<file path="config.mk">
export PLATFORM = sky130hd
export DESIGN_NAME = ws2812b_rx_flat
export DESIGN_NICKNAME = d
export VERILOG_FILES = /design/src/rtl/ws2812b_pkg.sv /design/src/rtl/ws2812b_rx_if.sv /design/src/rtl/ws2812b_rx_sync.sv /design/src/rtl/ws2812b_rx.sv /design/src/flat_wrapper.sv
export SDC_FILE = /design/constraint.sdc
export NUM_CORES = 1
export LEC_CHECK = 0
export CAP_MARGIN = 20
export CELL_PAD_IN_SITES_DETAIL_PLACEMENT = 0
export CELL_PAD_IN_SITES_GLOBAL_PLACEMENT = 2
export CORE_AREA = 2 2 110 112
export CTS_CLUSTER_DIAMETER = 150
export DETAILED_ROUTE_END_ITERATION = 6
export DIE_AREA = 0 0 112 114
export PLACE_DENSITY = 0.82
export SKIP_CTS_REPAIR_TIMING = 1
export SLEW_MARGIN = 20
export SYNTH_ARGS = -nofsm -noshare
export SYNTH_HDL_FRONTEND = slang
export SYNTH_SLANG_ARGS = --single-unit
</file>
<file path="constraint.sdc">
create_clock -name clk -period 2.85 [get_ports clk]
set_input_delay 0.57 -clock clk [delete_from_list [all_inputs] [get_ports clk]]
set_output_delay 0.57 -clock clk [all_outputs]
set_load 0.01 [all_outputs]
</file>
<file path="src/rtl/ws2812b_pkg.sv">
// Shared WS2812B definitions: receiver state encoding, GRB field layout and
// the default 12 MHz timing constants used by both transmitter and receiver.
package ws2812b_pkg;

    typedef enum logic [1:0] {
        RX_SYNC     = 2'd0,
        RX_IDLE_LOW = 2'd1,
        RX_HIGH     = 2'd2,
        RX_LOW      = 2'd3
    } rx_state_t;

    // GRB pixel field offsets (green is sent first)
    localparam int G_MSB = 23;
    localparam int R_MSB = 15;
    localparam int B_MSB = 7;

    // Transmit bit shapes at 12 MHz (high/low cycles for '0' and '1')
    localparam int T0H_CYC = 5;
    localparam int T0L_CYC = 10;
    localparam int T1H_CYC = 10;
    localparam int T1L_CYC = 5;

    // Receive decision thresholds at 12 MHz
    localparam int T_THRESH_DEF   = 7;
    localparam int T_MIN_HIGH_DEF = 2;
    localparam int T_MAX_HIGH_DEF = 14;
    localparam int T_RESET_DEF    = 600;
    localparam int NUM_PIXELS_DEF = 64;

    // Assemble a GRB word from its three colour bytes
    function automatic logic [23:0] grb_pack(input logic [7:0] g,
                                             input logic [7:0] r,
                                             input logic [7:0] b);
        return {g, r, b};
    endfunction

endpackage

</file>
<file path="src/rtl/ws2812b_rx_if.sv">
// Decoded-pixel output bundle of the WS2812B receiver.
interface ws2812b_rx_if #(
    parameter int IDX_W = 6
);
    logic [23:0]      pixel_data;
    logic             pixel_valid;
    logic [IDX_W-1:0] pixel_index;
    logic             frame_done;
    logic             frame_error;

    modport master (
        output pixel_data,
        output pixel_valid,
        output pixel_index,
        output frame_done,
        output frame_error
    );

    modport slave (
        input pixel_data,
        input pixel_valid,
        input pixel_index,
        input frame_done,
        input frame_error
    );
endinterface

</file>
<file path="src/rtl/ws2812b_rx_sync.sv">
// Two-flop synchronizer bringing the asynchronous data line into clk.
module ws2812b_rx_sync (
    input  logic clk,
    input  logic rst_n,
    input  logic d,
    output logic q
);
    logic meta_q;
    logic meta_d;
    logic sync_q;
    logic sync_d;

    // Next values: each stage simply copies its predecessor
    always_comb begin
        meta_d = d;
        sync_d = meta_q;
    end

    // Synchronizer flops, cleared to the idle-low line level
    always_ff @(posedge clk or negedge rst_n) begin
        if (!rst_n) begin
            meta_q <= 1'b0;
            sync_q <= 1'b0;
        end else begin
            meta_q <= meta_d;
            sync_q <= sync_d;
        end
    end

    assign q = sync_q;
endmodule

</file>
<file path="src/rtl/ws2812b_rx.sv">
// WS2812B receiver: measures synchronized high/low times, decodes bits into
// 24-bit GRB pixels, tracks the pixel index and flags frame ends and errors.
module ws2812b_rx
    import ws2812b_pkg::*;
#(
    parameter int T_THRESH   = T_THRESH_DEF,
    parameter int T_MIN_HIGH = T_MIN_HIGH_DEF,
    parameter int T_MAX_HIGH = T_MAX_HIGH_DEF,
    parameter int T_RESET    = T_RESET_DEF,
    parameter int NUM_PIXELS = NUM_PIXELS_DEF,
    parameter int IDX_W      = $clog2(NUM_PIXELS)
) (
    input  logic          clk,
    input  logic          rst_n,
    input  logic          serial_in,
    ws2812b_rx_if.master  rx
);
    // Counter widths: high time saturates one past the limit, low time at
    // the gap length, pixel count at NUM_PIXELS.
    localparam int HC_W = $clog2(T_MAX_HIGH + 2);
    localparam int LC_W = $clog2(T_RESET + 1);
    localparam int PC_W = $clog2(NUM_PIXELS + 1);

    localparam logic [HC_W-1:0] HC_ONE    = HC_W'(1);
    localparam logic [HC_W-1:0] HC_THRESH = HC_W'(T_THRESH);
    localparam logic [HC_W-1:0] HC_MIN    = HC_W'(T_MIN_HIGH);
    localparam logic [HC_W-1:0] HC_MAX    = HC_W'(T_MAX_HIGH);
    localparam logic [HC_W-1:0] HC_SAT    = HC_W'(T_MAX_HIGH + 1);
    localparam logic [LC_W-1:0] LC_ONE    = LC_W'(1);
    localparam logic [LC_W-1:0] LC_RESET  = LC_W'(T_RESET);
    localparam logic [PC_W-1:0] PC_ONE    = PC_W'(1);
    localparam logic [PC_W-1:0] PC_MAX    = PC_W'(NUM_PIXELS);
    localparam logic [4:0]      BIT_LAST  = 5'd23;

    logic s_in;

    rx_state_t        state_q, state_d;
    logic [HC_W-1:0]  high_cnt_q, high_cnt_d;
    logic [LC_W-1:0]  low_cnt_q, low_cnt_d;
    logic [4:0]       bit_cnt_q, bit_cnt_d;
    logic [PC_W-1:0]  pix_cnt_q, pix_cnt_d;
    logic [22:0]      shift_q, shift_d;
    logic             overflow_q, overflow_d;
    logic [23:0]      pixel_data_q, pixel_data_d;
    logic [IDX_W-1:0] pixel_index_q, pixel_index_d;
    logic             pixel_valid_q, pixel_valid_d;
    logic             frame_done_q, frame_done_d;
    logic             frame_error_q, frame_error_d;

    logic [HC_W-1:0]  high_inc;
    logic [LC_W-1:0]  low_inc;
    logic             high_too_long;
    logic             high_too_short;
    logic             proto_err;
    logic             bit_done;
    logic             bit_val;
    logic             pix_done;
    logic             pix_room;
    logic             sync_armed;
    logic             gap_seen;

    ws2812b_rx_sync u_sync (
        .clk   (clk),
        .rst_n (rst_n),
        .d     (serial_in),
        .q     (s_in)
    );

    // Shared event decode used by both the next-state and datapath logic
    assign high_inc       = (high_cnt_q == HC_SAT) ? HC_SAT : high_cnt_q + HC_ONE;
    assign low_inc        = (low_cnt_q == LC_RESET) ? LC_RESET : low_cnt_q + LC_ONE;
    assign high_too_long  = (state_q == RX_HIGH) && s_in && (high_inc > HC_MAX);
    assign high_too_short = (state_q == RX_HIGH) && !s_in && (high_cnt_q < HC_MIN);
    assign proto_err      = high_too_long || high_too_short;
    assign bit_done       = (state_q == RX_HIGH) && !s_in && !high_too_short;
    assign bit_val        = (high_cnt_q >= HC_THRESH);
    assign pix_done       = bit_done && (bit_cnt_q == BIT_LAST);
    assign pix_room       = (pix_cnt_q < PC_MAX);
    assign sync_armed     = (state_q == RX_SYNC) && !s_in && (low_inc == LC_RESET);
    assign gap_seen       = (state_q == RX_LOW) && !s_in && (low_inc == LC_RESET);

    // State register
    always_ff @(posedge clk or negedge rst_n) begin
        if (!rst_n) begin
            state_q <= RX_SYNC;
        end else begin
            state_q <= state_d;
        end
    end

    // Next-state logic: arm after a full gap, then follow high/low phases
    always_comb begin
        state_d = state_q;
        case (state_q)
            RX_SYNC:     if (sync_armed) state_d = RX_IDLE_LOW;
            RX_IDLE_LOW: if (s_in) state_d = RX_HIGH;
            RX_HIGH: begin
                if (proto_err) begin
                    state_d = RX_SYNC;
                end else if (bit_done) begin
                    state_d = RX_LOW;
                end
            end
            RX_LOW: begin
                if (s_in) begin
                    state_d = RX_HIGH;
                end else if (gap_seen) begin
                    state_d = RX_IDLE_LOW;
                end
            end
            default:     state_d = RX_SYNC;
        endcase
    end

    // Datapath and pulse outputs: counters, bit shifting, pixel/frame events
    always_comb begin
        high_cnt_d    = high_cnt_q;
        low_cnt_d     = low_cnt_q;
        bit_cnt_d     = bit_cnt_q;
        pix_cnt_d     = pix_cnt_q;
        shift_d       = shift_q;
        overflow_d    = overflow_q;
        pixel_data_d  = pixel_data_q;
        pixel_index_d = pixel_index_q;
        pixel_valid_d = 1'b0;
        frame_done_d  = 1'b0;
        frame_error_d = 1'b0;

        case (state_q)
            RX_SYNC: begin
                // Any high restarts the gap measurement; arming clears it
                if (s_in || sync_armed) begin
                    low_cnt_d = '0;
                end else begin
                    low_cnt_d = low_inc;
                end
            end
            RX_IDLE_LOW: begin
                if (s_in) begin
                    high_cnt_d = HC_ONE;
                end
            end
            RX_HIGH: begin
                if (s_in) begin
                    high_cnt_d = high_inc;
                end
                if (proto_err) begin
                    // Abandon the frame; the partial pixel is lost
                    frame_error_d = 1'b1;
                    bit_cnt_d     = '0;
                    pix_cnt_d     = '0;
                    overflow_d    = 1'b0;
                    low_cnt_d     = '0;
                end else if (bit_done) begin
                    shift_d   = {shift_q[21:0], bit_val};
                    low_cnt_d = LC_ONE;
                    if (pix_done) begin
                        bit_cnt_d = '0;
                        if (pix_room) begin
                            pixel_data_d  = {shift_q, bit_val};
                            pixel_index_d = pix_cnt_q[IDX_W-1:0];
                            pixel_valid_d = 1'b1;
                            pix_cnt_d     = pix_cnt_q + PC_ONE;
                        end else begin
                            overflow_d    = 1'b1;
                        end
                    end else begin
                        bit_cnt_d = bit_cnt_q + 5'd1;
                    end
                end
            end
            RX_LOW: begin
                if (s_in) begin
                    high_cnt_d = HC_ONE;
                end else if (gap_seen) begin
                    // Latch gap: close the frame, flag partial or oversized frames
                    frame_done_d  = 1'b1;
                    frame_error_d = (bit_cnt_q != 5'd0) || overflow_q;
                    bit_cnt_d     = '0;
                    pix_cnt_d     = '0;
                    overflow_d    = 1'b0;
                    low_cnt_d     = '0;
                end else begin
                    low_cnt_d = low_inc;
                end
            end
            default: begin
                low_cnt_d = '0;
            end
        endcase
    end

    // Datapath registers
    always_ff @(posedge clk or negedge rst_n) begin
        if (!rst_n) begin
            high_cnt_q    <= '0;
            low_cnt_q     <= '0;
            bit_cnt_q     <= '0;
            pix_cnt_q     <= '0;
            shift_q       <= '0;
            overflow_q    <= 1'b0;
            pixel_data_q  <= '0;
            pixel_index_q <= '0;
            pixel_valid_q <= 1'b0;
            frame_done_q  <= 1'b0;
            frame_error_q <= 1'b0;
        end else begin
            high_cnt_q    <= high_cnt_d;
            low_cnt_q     <= low_cnt_d;
            bit_cnt_q     <= bit_cnt_d;
            pix_cnt_q     <= pix_cnt_d;
            shift_q       <= shift_d;
            overflow_q    <= overflow_d;
            pixel_data_q  <= pixel_data_d;
            pixel_index_q <= pixel_index_d;
            pixel_valid_q <= pixel_valid_d;
            frame_done_q  <= frame_done_d;
            frame_error_q <= frame_error_d;
        end
    end

    assign rx.pixel_data  = pixel_data_q;
    assign rx.pixel_index = pixel_index_q;
    assign rx.pixel_valid = pixel_valid_q;
    assign rx.frame_done  = frame_done_q;
    assign rx.frame_error = frame_error_q;
endmodule

</file>
<file path="src/flat_wrapper.sv">
// flat-port wrapper written by rule: the top's interface ports become plain ports
module ws2812b_rx_flat import ws2812b_pkg::*;
#(
    parameter int T_THRESH   = T_THRESH_DEF,
    parameter int T_MIN_HIGH = T_MIN_HIGH_DEF,
    parameter int T_MAX_HIGH = T_MAX_HIGH_DEF,
    parameter int T_RESET    = T_RESET_DEF,
    parameter int NUM_PIXELS = NUM_PIXELS_DEF,
    parameter int IDX_W      = $clog2(NUM_PIXELS)
)
  (clk, rst_n, serial_in, rx_pixel_data, rx_pixel_valid, rx_pixel_index, rx_frame_done, rx_frame_error);
  ws2812b_rx_if #(.IDX_W(IDX_W)) rx_i ();
  input  logic clk;
  input  logic rst_n;
  input  logic serial_in;
  output wire logic [$bits(rx_i.pixel_data)-1:0] rx_pixel_data;
  output wire logic [$bits(rx_i.pixel_valid)-1:0] rx_pixel_valid;
  output wire logic [$bits(rx_i.pixel_index)-1:0] rx_pixel_index;
  output wire logic [$bits(rx_i.frame_done)-1:0] rx_frame_done;
  output wire logic [$bits(rx_i.frame_error)-1:0] rx_frame_error;
  assign rx_pixel_data = rx_i.pixel_data;
  assign rx_pixel_valid = rx_i.pixel_valid;
  assign rx_pixel_index = rx_i.pixel_index;
  assign rx_frame_done = rx_i.frame_done;
  assign rx_frame_error = rx_i.frame_error;
  ws2812b_rx #(.T_THRESH(T_THRESH), .T_MIN_HIGH(T_MIN_HIGH), .T_MAX_HIGH(T_MAX_HIGH), .T_RESET(T_RESET), .NUM_PIXELS(NUM_PIXELS), .IDX_W(IDX_W)) u_core (.clk(clk), .rst_n(rst_n), .serial_in(serial_in), .rx(rx_i));
endmodule
</file>
==> flow_metrics.tcl, run 1 <==
set metrics [dict create \
    status "complete, no violations" \
    synth_ff_type "dfrtp_1" \
    area_growth_pct 18.66 \
    grt_pass1_vias 3178 \
    cp.required_ns 3.11 \
    multi_input_area_um2 1864 \
    cts.path.max_buffers 2 \
    syn_area_per_cell_um2 9.962 \
    r2r-start "u_core.high_cnt_q[0]$_DFFE_PN0P_" \
    synth-seq-cells 87 \
    yosysUniqueCellTypes 63 \
    initial_core_util_pct 36.07 \
    synthAdderAreaFrac_pct 2.044 \
    grt_start_max_net_pins 47 \
    dieArea_um2 12770 \
    boundaryPins 36 \
    vias 3221 \
    viasPerCell 5.289 \
    grt_usage_pct 15.49 \
    insertion_delay_ns 0.35 \
    synth_top_family_by_area "simple AND/OR/NAND/NOR gates" \
    core_area_um2 11710 \
    hp-class "in2async" \
    cts_tree "done" \
    drive_gt1_share_pct 14.94 \
    routed_wl_um 9263 \
    synth_top_area_share_pct 51.54 \
    netlist.top_cell.by_area "dfrtp_1" \
    cts-root-buf "clkbuf_16" \
    drc 0 \
    cts_made_buffers 9 \
    grt_overflow 0 \
    setup_viol 0 \
    fin_crit_sh_pct 83.95 \
    async_flop_share_pct 100.0 \
    path_clk_slew_ns 0.07 \
    crit_type "reg2reg" \
    power_density_nw_per_um2 485.6 \
    synth_compound_area_share_pct 13.77 \
    synthSimpleGateAreaFrac_pct 20.82 \
    cp_data_arrival_time_ns 2.65 \
    portBuffers 35 \
    dpl.hpwl_um 6183 \
    fin_skew_ns 0.009658 \
    first_iter_violations 198 \
    ys_seq_area_share_pct 51.54 \
    synth.area.mux_share_pct 6.339 \
    r2r_setup_slack_ns 0.46 \
    fp-row-count 40 \
    drt-wirelength-per-cell_um 15.21 \
    clkSinkCount 87 \
    hold_viol 0 \
    ir_worst_vdd_v 0.0002601 \
    syn_area_um2 4224 \
    synth_xor_area_share_pct 1.037 \
    crit_path_end_kind "flip-flop" \
    synth_edf_count 0 \
    endpoint "u_core.pix_cnt_q[3]$_DFFE_PN0P_" \
    max_cap_viol_count 0 \
    final_nets 467 \
    fmax_mhz 418.0 \
    cp_max_fo 6 \
    ff2ff_path_depth 7 \
    syn_inst 424 \
    gp_congestion 0.7705 \
    leakage_nw 2.373 \
    rsz0062_at_grt "false" \
    dieHeight_um 114 \
    yosys_warnings 0 \
    relSlewSlack_pct 58.84 \
    fin_crit_ns 2.393 \
    antenna_cells 0 \
    fillers 1141 \
    finalSetupTns_ns 0 \
    ys_top_cells_by_area "dfrtp_1, nand2_1, mux2_2, a21oi_1, a31oi_1" \
    start_kind "flip-flop" \
    final_core_util_pct 42.80 \
    dr.pass1.iters 4 \
    seq_area_um2 2177 \
    cts_max_level 3 \
    grt_pass1_wl_um 15800 \
    synthesis.nets 433 \
    crit_start "u_core.high_cnt_q[0]$_DFFE_PN0P_" \
    tightest_slew_ns 0.6174 \
    hold_slack_ns 0.2386 \
    final_max_slew_viol_count 0 \
    chipWidth_um 112 \
    ant_nets 0 \
    r2r-end "u_core.pix_cnt_q[3]$_DFFE_PN0P_" \
    antenna_found_initial 0 \
]
## layer usage
metal	share of wire [%]	GRT usage, %	vias to the layer above
li1	-	-	1561
met4	2.0	6.992	0
met3	3.4	3.294	12
met1	49	20.95	1583
met2	46	24.08	65
met5	0	0	-
## worst max-delay path: stages (launching register included)
cell	delay, ns
dfrtp_1	0.43
ha_1	0.32
nor2b_1	0.14
maj3_2	0.34
a311o_1	0.45
o22ai_1	0.31
a21oi_2	0.12
a31oi_1	0.20
## where the power goes
group / internal (mW) / leakage [nW] / switching, mW
combinational: 0.0330 / 1.03 / 0.0602
sequential: 1.25 / 1.21 / 0.0251
clock: 0.587 / 0.132 / 0.483
## how the worst min path moves through the flow
| stage | endpoint | slack (ns) | cells after the start |
|---|---|---|---|
| after floorplan | u_core.bit_cnt_q[0]$_DFFE_PN0P_ | 0.27 | 0 |
| after global placement | u_core.u_sync.q$_DFF_PN0_ | 0.34 | 0 |
| after detailed placement | u_core.u_sync.q$_DFF_PN0_ | 0.35 | 0 |
| after CTS | u_core.rx.frame_done$_DFF_PN0_ | 0.27 | 1 |
| after global routing | u_core.rx.frame_done$_DFF_PN0_ | 0.29 | 1 |
| final | u_core.low_cnt_q[2]$_DFFE_PN0P_ | 0.24 | 1 |
## layout make-up
class	count	area share, %
Clock buffer	10	4.568
Tap cell	147	3.669
Sequential cell	87	43.43
Timing Repair Buffer	51	9.586
Inverter	11	0.8238
Multi-Input combinational cell	298	37.19
Clock inverter	5	0.7239
## kinds of logic after synthesis
kind of cell | Yosys count
buf+inv | 39
simple gates | 182
mux | 24
flops | 87
xor+xnor | 5
fa+ha+maj | 7
compound gates | 80
## flip-flops by register name, indices dropped and copies added (netlist names), 2 cells and up
register / count
u_core.bit_cnt_q: 5
u_core.high_cnt_q: 4
u_core.low_cnt_q: 10
u_core.pix_cnt_q: 7
u_core.rx.pixel_data: 24
u_core.rx.pixel_index: 6
u_core.shift_q: 23
u_core.state_q: 2
## per-stage QoR
stage / setup WS [ns] / std cells / instance area [µm²] / total power [mW]
after floorplan: 0.6562 / 424 / 4224 / 1.349
after global placement: 0.5518 / 594 / 4747 / 1.385
after detailed placement: 0.4991 / 594 / 4747 / 1.387
after CTS: 0.4605 / 609 / 5012 / 2.473
after global routing: 0.2931 / 609 / 5012 / 2.544
final: 0.4574 / 609 / 5012 / 2.434
## synth_stat cells (4+ instances only)
library cell	count
clkbuf_1	16
and4_1	4
nand4_1	5
nor4_1	4
nand2b_1	6
nand3_1	12
o22ai_1	4
inv_1	10
o21ai_0	8
dfrtp_1	87
nor2_1	13
and3_1	5
a21oi_1	24
buf_2	4
a31oi_1	14
nand2_1	107
a41oi_1	4
mux2_2	22
ha_1	6
## cells in the final DEF (no fill, tap or decap), drive strengths merged, types with 3 or more instances in the layout
master and count:
clkbuf 10, nand2 108, nand3b 3, nand2b 6, xor2 3, o22ai 4
nor3b 3, and4 4, nor2b 3, nor4 5, a21oi 26, nor2 13
a21o 3, inv 10, mux2 22, a31oi 14, nand4 5, nor3 4
clkinv 6, dfrtp 87, and3 5, buf 17, o21ai 10, a41oi 4
nand3 12, ha 6, clkdlybuf4s50 34
Power figures use the tool's default switching activity.
==> run 2, diff against run 1 <==
--- a/config.mk
+++ b/config.mk
@@ -8,11 +8,11 @@
 export CAP_MARGIN = 20
 export CELL_PAD_IN_SITES_DETAIL_PLACEMENT = 0
 export CELL_PAD_IN_SITES_GLOBAL_PLACEMENT = 2
-export CORE_AREA = 2 2 110 112
+export CORE_AREA = 2 2 115 117
 export CTS_CLUSTER_DIAMETER = 150
 export DETAILED_ROUTE_END_ITERATION = 6
-export DIE_AREA = 0 0 112 114
-export PLACE_DENSITY = 0.82
+export DIE_AREA = 0 0 117 119
+export PLACE_DENSITY = 0.79
 export SKIP_CTS_REPAIR_TIMING = 1
 export SLEW_MARGIN = 20
 export SYNTH_ARGS = -nofsm -noshare
==> constraint.sdc (replaced) <==
create_clock -name clk -period 2 [get_ports clk]
set_input_delay 0.4 -clock clk [delete_from_list [all_inputs] [get_ports clk]]
set_output_delay 0.4 -clock clk [all_outputs]
set_load 0.01 [all_outputs]
==> flow_metrics.tcl, run 2 (synthesized netlist as in run 1, its figures left out) <==
set metrics [dict create \
    status "finished with violations" \
    violations "negative setup slack" \
    routed_wl_um 9731 \
    final_core_util_pct 44.08 \
    cts.path.max_buffers 2 \
    fillers 1219 \
    worst_slack_ns -0.1611 \
    layout_common_cells "nand2_1, dfrtp_1, buf_4" \
    cp_top_family "compound AO/OA/AOI/OAI gates" \
    cp_max_fo 6 \
    cts_max_level 3 \
    cp.required_ns 2.23 \
    p_total_mw 3.786 \
    cts-root-buf "clkbuf_16" \
    boundaryPins 36 \
    chipWidth_um 117 \
    grt_pass1_vias 3419 \
    crit_path_cell_trace "inv_2, ha_4, nor3b_2, nand4_1, o221ai_4, buf_12, nand3b_4, a221oi_2, a21oi_1" \
    place_area_um2 5114 \
    setup_viol 24 \
    relSlewSlack_pct 63.71 \
    cp_data_arrival_time_ns 2.39 \
    grt_start_max_net_pins 39 \
    start_kind "flip-flop" \
    crit_path_end_kind "flip-flop" \
    crit_type "reg2reg" \
    portBuffers 35 \
    cts_made_buffers 9 \
    leakage_nw 2.671 \
    power_density_nw_per_um2 667.2 \
    slowest_delay_ns 0.44 \
    core_area_um2 12870 \
    fin_cells 681 \
    dp.cells 659 \
    rsz0062_at_grt "true" \
    largest_register_ffs 24 \
    internal_power_mw 2.878 \
    hp-class "in2async" \
    ir_worst_vdd_v 0.0005898 \
    dieArea_um2 13920 \
    final_nets 509 \
    grt_usage_pct 15.21 \
    dr.pass1.iters 4 \
    ant_nets 0 \
    fin_skew_ns 0.009310 \
    crit_buf_inv 2 \
    ff2ff_path_depth 9 \
    fmax_mhz 462.7 \
    fin_crit_ns 2.161 \
    initial_core_util_pct 32.81 \
    tightest_slew_ns 0.5443 \
    cts_tree "done" \
    p_switching_uw 908.0 \
    hold_viol 0 \
    final_common_cell "nand2_1" \
    drive_gt1_share_pct 27.13 \
    combPwrFrac_pct 5.8 \
    grt_overflow 0 \
    area_growth_pct 34.36 \
    clkSinkCount 87 \
    dieHeight_um 119 \
    fin_crit_sh_pct 108.1 \
    path_clk_slew_ns 0.07 \
    seq_area_um2 2178 \
    max_cap_viol_count 0 \
    crit_cells 9 \
    final_max_slew_viol_count 0 \
    fin_area_um2 5675 \
    worst_path_max_delay_cell "dfrtp_2" \
    antenna_cells 0 \
    insertion_delay_ns 0.35 \
    antenna_found_initial 0 \
    grt_pass1_wl_um 16680 \
    seqPwrFrac_pct 47.8 \
    first_iter_violations 222 \
    vias 3386 \
    drt-wirelength-per-cell_um 14.29 \
    fp-row-count 42 \
    dpl.hpwl_um 6676 \
    multi_input_area_um2 2068 \
    swShare_pct 23.98 \
    viasPerCell 4.972 \
    clkPwrFrac_pct 46.4 \
    gp_congestion 0.7777 \
    drc 0 \
]
## run 2: changes by cell type in the layout (fill, tap and decap cells not counted), moves of 3 or more
cell,delta
a21oi_1,-7
a21oi_2,+5
buf_4,+33
buf_12,+3
buf_6,+6
## run 2: per-layer routing
layer,GRT usage (%),up-vias,wire length (µm)
met5,0,-,0
met4,5.294,0,142
met3,3.562,8,364
met2,23.70,56,4662
met1,20.68,1675,4561
li1,-,1647,-
## run 2: area by class of cell
| class | count | share of cell area [%] |
|---|---|---|
| Clock inverter | 7 | 1.521 |
| Inverter | 11 | 0.7275 |
| Sequential cell | 87 | 38.38 |
| Tap cell | 176 | 3.880 |
| Timing Repair Buffer | 93 | 15.08 |
| Clock buffer | 9 | 3.968 |
| Multi-Input combinational cell | 298 | 36.44 |
## run 2: power groups by stage
stage,clock [mW],sequential (mW),combinational (mW)
floorplan,0,1.82,0.110
global placement,0,1.84,0.185
CTS,1.81,1.80,0.191
global route,1.87,1.81,0.246
detailed placement,0,1.84,0.191
finish,1.76,1.81,0.221
## run 2: worst paths after layout
kind,start,to,slack (ns)
worst max-delay path,u_core.low_cnt_q[0]$_DFFE_PN0P_,u_core.bit_cnt_q[4]$_DFFE_PN0P_,-0.16
worst min-delay path,rst_n,u_core.rx.pixel_index[0]$_DFFE_PN0P_,0.03
worst max register to register,u_core.low_cnt_q[0]$_DFFE_PN0P_,u_core.bit_cnt_q[4]$_DFFE_PN0P_,-0.16
worst min register to register,u_core.u_sync.meta_q$_DFF_PN0_,u_core.u_sync.q$_DFF_PN0_,0.35
max in group asynchronous,rst_n,u_core.shift_q[10]$_DFFE_PN0P_,1.37
min in group clk,u_core.u_sync.meta_q$_DFF_PN0_,u_core.u_sync.q$_DFF_PN0_,0.35
## run 2: through the flow
step                      TNS, ns  setup WS, ns  hold WS (ns)
final                      -2.314       -0.1611       0.03023
after global placement    -0.8885      -0.07694        0.3327
after floorplan           -0.6741      -0.07495        0.1044
after detailed placement   -2.903       -0.2243        0.3355
after global routing       -5.008       -0.2508       0.07434
after CTS                  -3.408       -0.2404       0.05107
